File: config.mk
export PLATFORM = sky130hd
export DESIGN_NAME = reg_write_port
export DESIGN_NICKNAME = d
export VERILOG_FILES = /design/src/rtl/reg_write_port_pkg.sv /design/src/rtl/reg_write_port_dec_bits.sv /design/src/rtl/reg_write_port.sv
export SDC_FILE = /design/constraint.sdc
export NUM_CORES = 1
export LEC_CHECK = 0
export ABC_AREA = 0
export CORE_AREA = 4 4 415 417
export DETAILED_ROUTE_END_ITERATION = 10
export DIE_AREA = 0 0 419 421
export HOLD_SLACK_MARGIN = 0.02
export PLACE_DENSITY = 0.45
export SYNTH_ARGS = -nofsm -noshare
export SYNTH_HDL_FRONTEND = slang
export SYNTH_HIERARCHICAL = 1
export SYNTH_SLANG_ARGS = --single-unit
File: constraint.sdc
create_clock -name clk -period 7 [get_ports clk]
set_input_delay 1.4 -clock clk [delete_from_list [all_inputs] [get_ports clk]]
set_output_delay 1.4 -clock clk [all_outputs]
set_load 0.05 [all_outputs]
File: src/rtl/reg_write_port_pkg.sv
// rtl/reg_write_port_pkg.sv - shared sizes, stack-pointer init value and state encoding
package reg_write_port_pkg;
    localparam int          DEF_WIDTH   = 32;
    localparam int          DEF_SIZE    = 5;
    localparam int          NUM_REGS    = 32;
    localparam int          IDX_W       = 5;
    localparam int          SP_IDX      = 29;
    localparam logic [31:0] DEF_SP_INIT = 32'h1001_0000;

    typedef enum logic {
        ST_IDLE  = 1'b0,
        ST_CLEAR = 1'b1
    } state_e;
endpackage

File: src/rtl/reg_write_port_dec_bits.sv
// rtl/reg_write_port_dec_bits.sv - address to one-hot register write-enable decoder
module DEC_bits
    import reg_write_port_pkg::*;
#(
    parameter int SIZE = DEF_SIZE
) (
    input  logic [SIZE-1:0]     addr_i,
    input  logic                en_i,
    output logic [NUM_REGS-1:0] onehot_o
);
    always_comb begin
        onehot_o = '0;
        for (int i = 0; i < NUM_REGS; i++) begin
            if (en_i && addr_i == SIZE'(i)) onehot_o[i] = 1'b1;
        end
    end
endmodule

File: src/rtl/reg_write_port.sv
// rtl/reg_write_port.sv - register file write port with 2-deep write queue and clear sweep
module reg_write_port
    import reg_write_port_pkg::*;
#(
    parameter int               WIDTH   = DEF_WIDTH,
    parameter int               SIZE    = DEF_SIZE,
    parameter logic [WIDTH-1:0] SP_INIT = WIDTH'(DEF_SP_INIT)
) (
    input  logic             clk,
    input  logic             reset,
    input  logic             wr_valid,
    output logic             wr_ready,
    input  logic [SIZE-1:0]  wr_addr,
    input  logic [WIDTH-1:0] wr_data,
    input  logic             clr_start,
    output logic             clr_busy,
    output logic             wr_commit,
    output logic [1:0]       fifo_level,
    output logic [WIDTH-1:0] q_0,  q_1,  q_2,  q_3,  q_4,  q_5,  q_6,  q_7,
    output logic [WIDTH-1:0] q_8,  q_9,  q_10, q_11, q_12, q_13, q_14, q_15,
    output logic [WIDTH-1:0] q_16, q_17, q_18, q_19, q_20, q_21, q_22, q_23,
    output logic [WIDTH-1:0] q_24, q_25, q_26, q_27, q_28, q_29, q_30, q_31
);
    state_e              state_q;
    logic [IDX_W-1:0]    idx_q;
    logic [1:0]          level_q;
    logic                rd_ptr_q, wr_ptr_q;
    logic                commit_q;
    logic [SIZE-1:0]     fa_q [2];
    logic [WIDTH-1:0]    fd_q [2];
    logic [WIDTH-1:0]    regs_q [NUM_REGS];

    logic                accept, commit, clr_go, dec_en;
    logic [SIZE-1:0]     dec_addr;
    logic [WIDTH-1:0]    wdata;
    logic [NUM_REGS-1:0] we;

    assign wr_ready = reset && state_q == ST_IDLE && level_q != 2'd2;
    assign accept   = wr_valid && wr_ready;
    assign commit   = state_q == ST_IDLE && level_q != 2'd0;
    assign clr_go   = clr_start && state_q == ST_IDLE && level_q == 2'd0;

    // One decoder serves both the queue head and the clear sweep.
    assign dec_en   = state_q == ST_CLEAR || commit;
    assign dec_addr = (state_q == ST_CLEAR) ? SIZE'(idx_q) : fa_q[rd_ptr_q];
    assign wdata    = (state_q == ST_CLEAR)
                    ? ((idx_q == IDX_W'(SP_IDX)) ? SP_INIT : '0)
                    : fd_q[rd_ptr_q];

    DEC_bits #(.SIZE(SIZE)) u_dec (
        .addr_i   (dec_addr),
        .en_i     (dec_en),
        .onehot_o (we)
    );

    always_ff @(posedge clk) begin
        if (accept) begin
            fa_q[wr_ptr_q] <= wr_addr;
            fd_q[wr_ptr_q] <= wr_data;
        end
    end

    always_ff @(posedge clk) begin
        if (!reset) begin
            state_q  <= ST_IDLE;
            idx_q    <= '0;
            level_q  <= 2'd0;
            rd_ptr_q <= 1'b0;
            wr_ptr_q <= 1'b0;
            commit_q <= 1'b0;
            for (int i = 0; i < NUM_REGS; i++) begin
                regs_q[i] <= (i == SP_IDX) ? SP_INIT : '0;
            end
        end else begin
            commit_q <= commit;
            if (accept) wr_ptr_q <= ~wr_ptr_q;
            if (commit) rd_ptr_q <= ~rd_ptr_q;
            unique case ({accept, commit})
                2'b10:   level_q <= level_q + 2'd1;
                2'b01:   level_q <= level_q - 2'd1;
                default: level_q <= level_q;
            endcase
            // Register 0 is hard-wired to zero even though its write is consumed.
            for (int i = 0; i < NUM_REGS; i++) begin
                if (we[i]) regs_q[i] <= (i == 0) ? '0 : wdata;
            end
            unique case (state_q)
                ST_IDLE: begin
                    if (clr_go) begin
                        state_q <= ST_CLEAR;
                        idx_q   <= '0;
                    end
                end
                ST_CLEAR: begin
                    idx_q <= idx_q + IDX_W'(1);
                    if (idx_q == IDX_W'(NUM_REGS - 1)) state_q <= ST_IDLE;
                end
                default: state_q <= ST_IDLE;
            endcase
        end
    end

    assign clr_busy   = state_q == ST_CLEAR;
    assign wr_commit  = commit_q;
    assign fifo_level = level_q;

    assign q_0  = regs_q[0];  assign q_1  = regs_q[1];  assign q_2  = regs_q[2];  assign q_3  = regs_q[3];
    assign q_4  = regs_q[4];  assign q_5  = regs_q[5];  assign q_6  = regs_q[6];  assign q_7  = regs_q[7];
    assign q_8  = regs_q[8];  assign q_9  = regs_q[9];  assign q_10 = regs_q[10]; assign q_11 = regs_q[11];
    assign q_12 = regs_q[12]; assign q_13 = regs_q[13]; assign q_14 = regs_q[14]; assign q_15 = regs_q[15];
    assign q_16 = regs_q[16]; assign q_17 = regs_q[17]; assign q_18 = regs_q[18]; assign q_19 = regs_q[19];
    assign q_20 = regs_q[20]; assign q_21 = regs_q[21]; assign q_22 = regs_q[22]; assign q_23 = regs_q[23];
    assign q_24 = regs_q[24]; assign q_25 = regs_q[25]; assign q_26 = regs_q[26]; assign q_27 = regs_q[27];
    assign q_28 = regs_q[28]; assign q_29 = regs_q[29]; assign q_30 = regs_q[30]; assign q_31 = regs_q[31];
endmodule

==> flow_summary_export.csv, run 1 <==
group,metric,value,unit
setup_path,cp_data_arrival_time,3.22,ns
timing,worstMarginPinSlew,1.15,ns
cts,clkSinkCount,1078,
setup_path,r2r_slack,2.59,ns
cells_and_area,fillers,16400,
routing,ant_nets,0,
setup_path,cpLargestDelayFamily,"buffers and inverters",
setup_path,critPathBufInv,2,
cells_and_area,utilization,32.6,%
floorplanning,io_pins,1070,
flow_run,drv_cap,0,
power_and_ir_drop,irDropWorstVdd,184,uV
timing,fin_crit_sh,66.0,%
placed_design,io_buffer_count,1037,
routing,via_count,21700,
cells_and_area,area_growth,44.1,%
logic_synthesis,syn-instance-count,2016,
timing,worst_slack,2.38,ns
global_routing,antenna_found_initial,24,
timing,skew,0.0530,ns
routing,drtPass1Iterations,5,
cells_and_area,multi_input_area,0.00536,mm2
logic_synthesis,syn_avg_cell_area,18.9,um2
timing,fmax,216,MHz
cts,cts_tree,"done",
routing,drt_first_iter_violations,1660,
routing,drt-total-wl,153000,um
timing,setup_violations,0,
timing,hold_viol_final,0,
placed_design,post-place-ws,2.31,ns
setup_path,path_class,"input port to output port",
hold_path,worstHoldEndpoint,"wr_ptr_q$_SDFFE_PN0P_",
setup_path,cp_max_fo,20,
setup_path,startpoint,"reset",
setup_path,cpMaxStageDelayCell,"clkdlybuf4s50_1",
power_and_ir_drop,p_total,19.5,mW
cts,post_cts_buffers,0,
routing,post-route-drc-count,0,
floorplanning,fp.dieH,421,um
cts,clock_path_buffers,3,
placed_design,hpwl,103000,um
hold_path,hold_path.class,"register to register",
global_routing,grt_max_degree,51,
timing,slew_viol_final,0,
timing,layout_min_cycle_time,4.62,ns
placed_design,gp_congestion,0.766,
setup_path,r2r.worst_path.cells,6,
cts,cts_buffers,118,
global_routing,overflow,0,
cells_and_area,nNetsFinal,3175,
floorplanning,core.rowCount,151,
routing,wire_per_inst,27.9,um
setup_path,worstPathRequired,5.60,ns
global_routing,grt_pass1_wl,200000,um
hold_path,worstHoldStart,"wr_ptr_q$_SDFFE_PN0P_",
floorplanning,dieArea,0.176,mm2
cells_and_area,seq_area,0.0323,mm2
power_and_ir_drop,power_density,354,mW/mm2
setup_path,cp_slowest_stage_delay,0.87,ns
cts,clk_pin_slew,0.06,ns
power_and_ir_drop,p_leak,19.3,nW
setup_path,timing.critical_path.cells,"buf_4 > nand2b_4 > a21oi_1 > clkdlybuf4s50_1",
global_routing,grt_pass1_vias,21300,
floorplanning,core,0.169,mm2
floorplanning,start_util,22.6,%
cts,cts_hold_buf,0,
global_routing,grt_use_total,16.8,%
floorplanning,fp.dieW,419,um
setup_path,critical_path.endpoint_type,"output port",
timing,max_slew_margin,23.3,%
timing,setup_tns,0,ns
setup_path,regToRegEndpoint,"regs_q[0][264]$_SDFFCE_PN0P_",
cts,h-tree-depth,3,
cts,cts_resized,0,
logic_synthesis,ys_warn_count,6,
cts,root_buffer,"clkbuf_16",
cts,clock_latency,0.77,ns
cells_and_area,drive_above_1_share,9.73,%
hold_path,hold_depth,1,
setup_path,startpoint_type,"input port",
logic_synthesis,syn_area,0.0382,mm2
timing,rsz0062_at_grt,"no",
outcome,status,"finished clean",
routing,viasPerCell,3.98,
flip-flops by register name, summed over array words and instances (netlist names), named ones only:
| name | count |
|---|---|
| fd_q | 64 |
| idx_q | 5 |
| rd_ptr_q | 1 |
| regs_q | 992 |
| fa_q | 10 |
| wr_ptr_q | 1 |
| fifo_level | 2 |
| clr_busy | 1 |
| wr_commit | 1 |
per-layer routing:
metal  wire length [um]  part of all wire [%]  track usage [%]
met5                 13                0.0085                0
met1              54200                    35             18.3
met4               5320                   3.5             5.90
met3              12800                   8.4             4.87
met2              80200                    53             30.7
final cells by class:
cell class / count / area share (%)
flip-flops and latches: 1078 / 58.6
repair buffers: 1101 / 19.7
multi-input cells: 827 / 9.74
clock buffers: 148 / 5.61
well taps: 2218 / 5.04
clock inverters: 70 / 1.19
diodes: 15 / 0.0682
inverters: 4 / 0.0273
per-stage QoR:
| stage | hold slack (ns) | cells | area, um2 |
|---|---|---|---|
| after global routing | 0.570 | 5450 | 55000 |
| after global placement | 0.500 | 5228 | 51300 |
| final | 0.516 | 5461 | 55000 |
| after CTS | 0.516 | 5446 | 55000 |
| after detailed placement | 0.503 | 5228 | 51300 |
| after floorplan | 0.446 | 2047 | 38300 |
layout by cell type (no fill, tap or decap), types with 8 or more instances in the layout:
cell type,count
bufinv_16,8
nor2_1,81
nand2_1,28
and2_1,515
nand2b_2,31
nor2_4,41
edfxtp_1,1066
clkinv_1,31
clkbuf_1,29
buf_4,65
diode_2,15
conb_1,32
clkbuf_16,119
clkinv_2,16
clkdlybuf4s50_1,1036
mux2i_1,36
dfxtp_1,11
worst max-delay path by stage:
stage                                         endpoint  slack [ns]  cells past startpoint
after floorplan                   fa_q[1][0]$_DFFE_PP_        3.00                      5
after global placement                        wr_ready        2.28                      4
after detailed placement                      wr_ready        2.31                      4
after CTS                                     wr_ready        2.31                      4
after global routing      regs_q[0][263]$_SDFFCE_PN0P_        2.25                      6
final                                         wr_ready        2.38                      4
report_power, final:
| group | switching [mW] | internal [mW] | total, mW |
|---|---|---|---|
| clock | 2.67 | 3.42 | 6.09 |
| sequential | 0.207 | 7.98 | 8.18 |
| combinational | 3.95 | 1.27 | 5.23 |
| total | 6.83 | 12.7 | 19.5 |
(Power assumes the default switching activity.)
==> inputs of run 2 (changes only) <==
Settings changed: CORE_AREA 4 4 415 417 to 4 4 420 422, DIE_AREA 0 0 419 421 to 0 0 424 426, PLACE_DENSITY 0.45 to 0.44.
Clock period 7 ns to 4.65 ns, I/O delays scaled along.
==> run 2 against run 1 <==
Non-clock buffer count grew 19. Final cell count grew 2.4%. Clock-buffer cell count shrank 2. Worst hold slack is essentially flat. Die area grew 2.4%.
==> flow_summary_export.csv, run 2 (synthesis results as in run 1) <==
group,metric,value,unit
cts,cts_buffers,120,
placed_design,gp_congestion,0.763,
power_and_ir_drop,p_leak,19.4,nW
placed_design,post-place-ws,1.08,ns
cts,h-tree-depth,3,
setup_path,cp-endpoint,"regs_q[0][158]$_SDFFCE_PN0P_",
setup_path,cpLargestDelayFamily,"simple AND/OR/NAND/NOR gates",
setup_path,path_class,"register to register",
power_and_ir_drop,p_seq_share,42.0,%
setup_path,r2r_slack,1.12,ns
power_and_ir_drop,pwr-share-clk,31.3,%
outcome,status,"finished clean",
global_routing,antenna_found_initial,22,
floorplanning,core,0.173,mm2
cells_and_area,nNetsFinal,3196,
global_routing,grt_use_total,16.4,%
cells_and_area,drive_above_1_share,10.5,%
placed_design,io_buffer_count,1037,
cells_and_area,regMostFlops,"regs_q",
timing,setup_violations,0,
timing,max_slew_margin,18.8,%
timing,holdWs,0.516,ns
routing,ant_nets,0,
routing,via_count,21800,
global_routing,overflow,0,
timing,rsz0062_at_grt,"no",
cells_and_area,area_growth,45.1,%
timing,skew,0.0356,ns
global_routing,grt_pass1_vias,21700,
timing,hold_viol_final,0,
setup_path,cpMostUsedCell,"buf_4",
cts,cts_resized,0,
timing,fin_crit_sh,76.0,%
global_routing,grt_max_degree,65,
global_routing,grt_pass1_wl,201000,um
timing,slew_viol_final,0,
routing,wire_per_inst,27.6,um
timing,layout_min_cycle_time,3.53,ns
power_and_ir_drop,p_comb_share,26.7,%
power_and_ir_drop,power_density,532,mW/mm2
power_and_ir_drop,p_int,19.1,mW
timing,worstMarginPinSlew,1.22,ns
cts,cts_tree,"done",
setup_path,regToRegEndpoint,"regs_q[0][158]$_SDFFCE_PN0P_",
setup_path,cpMaxStageDelayCell,"nand2b_2",
cts,root_buffer,"clkbuf_16",
placed_design,hpwl,108000,um
flow_run,drv_cap,0,
setup_path,startpoint_type,"register",
power_and_ir_drop,switchingPower,10.4,mW
power_and_ir_drop,swShare,35.2,%
cts,cts_hold_buf,0,
cells_and_area,largest_register_ffs,992,
setup_path,critical_path.endpoint_type,"register",
setup_path,critPathBufInv,2,
cells_and_area,reg.largest.list,"regs_q: 992 flops, fd_q: 64 flops, fa_q: 10 flops",
floorplanning,io_pins,1070,
timing,worst_slack,1.12,ns
floorplanning,fp.dieH,426,um
cts,post_cts_buffers,0,
cts,clock_latency,0.77,ns
cts,clock_path_buffers,3,
setup_path,timing.critical_path.cells,"buf_4 > mux2i_1 > o21ai_0 > nand2b_1 > nor2_2 > nand2b_2 > buf_4",
routing,drtPass1Iterations,5,
timing,fmax,283,MHz
floorplanning,fp.dieW,424,um
setup_path,cp.depth,7,
routing,drt-total-wl,154000,um
cts,clk_pin_slew,0.06,ns
cells_and_area,final_common_cell,"edfxtp_1",
floorplanning,start_util,22.1,%
setup_path,cp_slowest_stage_delay,0.57,ns
setup_path,r2r.worst_path.cells,7,
setup_path,worstPathRequired,5.09,ns
hold_path,hold_path.class,"register to register",
setup_path,cp_max_fo,34,
cts,clkSinkCount,1078,
floorplanning,dieArea,0.181,mm2
routing,viasPerCell,3.90,
timing,setup_tns,0,ns
floorplanning,core.rowCount,153,
routing,post-route-drc-count,0,
routing,drt_first_iter_violations,1715,
power_and_ir_drop,irDropWorstVdd,319,uV
setup_path,cp_data_arrival_time,3.97,ns
cells_and_area,final_cell_mix,"1066 x edfxtp_1, 1035 x clkdlybuf4s50_1, 515 x and2_1",
## run 2: changes by cell type in the layout (fill, tap and decap cells not counted), sizes merged
cell           delta
clkbuf            -2
bufinv            -1
diode             -1
inv               +5
buf              +20
clkinv            +6
clkdlybuf4s50     -1
## run 2: metal layers
metal	track usage (%)	part of all wire [%]	wire (um)	vias up
met5	0	0.030	47	-
li1	-	-	-	9511
met1	18.4	37	57000	11200
met3	4.44	7.2	11100	199
met4	5.47	3.1	4770	6
met2	29.9	53	81400	889
## run 2: area by class of cell
type / instances / area, um2
inverter: 4 / 15.0
antenna: 14 / 35.0
fill: 17000 / 118000
clock inverter: 80 / 703
tap: 2325 / 2910
sequential: 1078 / 32300
multi-input combinational: 827 / 5350
timing repair buffer: 1120 / 11100
clock buffer: 146 / 3100
## run 2: worst min-delay path by stage
stage	cells after the start	slack, ns	startpoint	end
finish	1	0.52	wr_ptr_q$_SDFFE_PN0P_	wr_ptr_q$_SDFFE_PN0P_
global route	2	0.56	idx_q[4]$_SDFFE_PN0P_	idx_q[4]$_SDFFE_PN0P_
CTS	1	0.52	wr_ptr_q$_SDFFE_PN0P_	wr_ptr_q$_SDFFE_PN0P_
detailed placement	1	0.51	wr_ptr_q$_SDFFE_PN0P_	wr_ptr_q$_SDFFE_PN0P_
global placement	1	0.50	wr_ptr_q$_SDFFE_PN0P_	wr_ptr_q$_SDFFE_PN0P_
floorplan	1	0.45	wr_ptr_q$_SDFFE_PN0P_	wr_ptr_q$_SDFFE_PN0P_
## run 2: metrics by stage
stage	util (%)	cells	total power, mW	cell area [um2]
floorplan	-	2047	17.2	38300
global placement	29.8	5353	20.6	51600
detailed placement	29.8	5354	20.6	51600
CTS	32.0	5580	29.9	55400
global route	32.0	5580	30.5	55400
finish	32.0	5594	29.5	55400
## run 2: power by group through the flow
| stage | Combinational, mW | Clock, mW | Sequential (mW) |
|---|---|---|---|
| 2_1_floorplan | 1.12 | 0 | 16.1 |
| 3_3_place_gp | 8.00 | 0 | 12.6 |
| 3_5_place_dp | 8.02 | 0 | 12.6 |
| 4_1_cts | 8.03 | 9.51 | 12.4 |
| 5_1_grt | 8.12 | 9.90 | 12.5 |
| 6_report | 7.87 | 9.25 | 12.4 |
==> inputs of run 3 (changes only) <==
Clock period 4.65 ns to 3.26 ns, I/O delays scaled along.
==> run 3 against run 2 <==
Via count down 0.61%. Global-route usage barely moved. Die area is the same. Clock-buffer cell count down 4. Core utilization is 0.28 points higher. Clock power increased by 42%. Critical path depth shrank 1. Setup slack worse by 0.88 ns. Worst hold slack got worse by 0.022 ns. Wire length decreased by 0.25%.
==> flow_summary_export.csv, run 3 (synthesis results as in run 1) <==
group,metric,value,unit
cells_and_area,drive_above_1_share,11.1,%
floorplanning,core.rowCount,153,
routing,top_layer_used,"met5",
power_and_ir_drop,switchingPower,14.7,mW
cells_and_area,utilization,32.3,%
power_and_ir_drop,p_seq_share,41.8,%
setup_path,critical_path.endpoint_type,"register",
timing,fin_crit_sh,92.7,%
power_and_ir_drop,p_int,27.5,mW
power_and_ir_drop,p_leak,19.7,nW
routing,drt_first_iter_violations,1567,
placed_design,gp_congestion,0.761,
setup_path,r2r_slack,0.24,ns
setup_path,cp_data_arrival_time,3.45,ns
routing,via_count,21700,
cells_and_area,nNetsFinal,3218,
flow_run,drv_cap,0,
power_and_ir_drop,power_density,754,mW/mm2
cells_and_area,final_cell_mix,"1066 x edfxtp_1, 1035 x clkdlybuf4s50_1, 515 x and2_1",
cts,h-tree-depth,3,
setup_path,startpoint_type,"register",
global_routing,grt_max_degree,50,
cts,clk_pin_slew,0.06,ns
setup_path,cp_max_fo,23,
cts,clkSinkCount,1078,
cells_and_area,fillers,17000,
cells_and_area,multi_input_area,0.00537,mm2
routing,wl_met1,56700,um
global_routing,grt_pass1_wl,202000,um
cts,cts_hold_buf,0,
timing,hold_viol_final,0,
cts,cts_resized,0,
power_and_ir_drop,irDropWorstVdd,352,uV
cells_and_area,reg.largest.list,"regs_q: 992 flops, fd_q: 64 flops, fa_q: 10 flops",
cts,root_buffer,"clkbuf_16",
timing,skew,0.0290,ns
placed_design,hpwl,109000,um
cts,cts_tree,"done",
timing,setup_tns,0,ns
outcome,status,"finished clean",
routing,drtPass1Iterations,5,
floorplanning,dieArea,0.181,mm2
cts,post_cts_buffers,0,
routing,viasPerCell,3.87,
routing,drt-total-wl,154000,um
timing,holdWs,0.495,ns
cts,clock_path_buffers,3,
cells_and_area,area_growth,46.4,%
timing,slew_viol_final,0,
floorplanning,io_pins,1070,
cts,clock_latency,0.75,ns
cells_and_area,final_cells,5602,
timing,rsz0062_at_grt,"no",
power_and_ir_drop,p_comb_share,27.1,%
cells_and_area,seq_area,0.0323,mm2
floorplanning,fp.dieH,426,um
setup_path,cp_slowest_stage_delay,0.59,ns
cells_and_area,largest_register_ffs,992,
setup_path,cpMaxStageDelayCell,"o21ai_0",
floorplanning,start_util,22.1,%
global_routing,overflow,0,
setup_path,worstPathRequired,3.68,ns
routing,wl_met2,81800,um
placed_design,dp_cells,5377,
placed_design,io_buffer_count,1037,
timing,setup_violations,0,
hold_path,hold_path.class,"input port to register",
cells_and_area,regMostFlops,"regs_q",
timing,worstMarginPinSlew,1.17,ns
routing,post-route-drc-count,0,
setup_path,path_class,"register to register",
floorplanning,core,0.173,mm2
cells_and_area,final_common_cell,"edfxtp_1",
routing,met3_length,11600,um
routing,ant_nets,0,
global_routing,grt_pass1_vias,21600,
timing,layout_min_cycle_time,3.02,ns
power_and_ir_drop,swShare,34.8,%
power_and_ir_drop,pwr-share-clk,31.2,%
setup_path,timing.critical_path.cells,"mux2i_1 > o21ai_0 > nand4b_1 > nor2_1 > nand2b_2 > buf_12",
routing,wire_per_inst,27.5,um
floorplanning,fp.dieW,424,um
timing,fmax,331,MHz
global_routing,grt_use_total,16.4,%
timing,max_slew_margin,22.1,%
cts,cts_buffers,119,
global_routing,antenna_found_initial,19,
[run 3: layer usage]
layer  GRT usage [%]  vias to the layer above
li1                -                     9543
met1            18.2                    11100
met2            30.3                      838
met3            4.77                      179
met4            4.66                        4
met5               0                        -
[run 3: layout make-up]
class / instances / area share [%]
Antenna cell: 9 / 0.0403
Clock buffer: 142 / 5.52
Multi-Input combinational cell: 827 / 9.60
Inverter: 4 / 0.0269
Sequential cell: 1078 / 57.7
Clock inverter: 74 / 1.18
Timing Repair Buffer: 1143 / 20.7
Tap cell: 2325 / 5.20
[run 3: power by group through the flow]
stage / Sequential [mW] / Clock, mW / Combinational (mW)
2_1_floorplan: 22.9 / 0 / 1.60
3_5_place_dp: 17.9 / 0 / 11.6
3_3_place_gp: 17.9 / 0 / 11.6
6_report: 17.6 / 13.1 / 11.4
5_1_grt: 17.8 / 14.1 / 11.8
4_1_cts: 17.6 / 13.6 / 11.7
[run 3: worst paths after layout]
| kind | start | cells after the start | to |
|---|---|---|---|
| worst min-delay path | wr_data[19] | 1 | fd_q[1][19]$_DFFE_PP_ |
| worst max register to register | register | 6 | regs_q[1][292]$_DFFE_PP_ |
| worst min register to register | wr_ptr_q$_SDFFE_PN0P_ | 1 | wr_ptr_q$_SDFFE_PN0P_ |
| worst max-delay path | register | 6 | regs_q[1][292]$_DFFE_PP_ |
[run 3: per-stage QoR]
stage               power [mW]  area (um2)  worst slack [ns]
floorplan                 24.5       38300            0.0348
global route              43.7       55900             0.103
finish                    42.2       55900             0.237
CTS                       42.9       55900             0.196
global placement          29.6       52100             0.459
detailed placement        29.6       52100             0.334
[run 3: critical path: cells and delay by family (launching register included)]
kind | cells | cell delay (ns)
mux | 1 | 0.12
simple gates | 3 | 1.25
buf+inv | 1 | 0.24
compound gates | 1 | 0.59
flops | 1 | 0.44
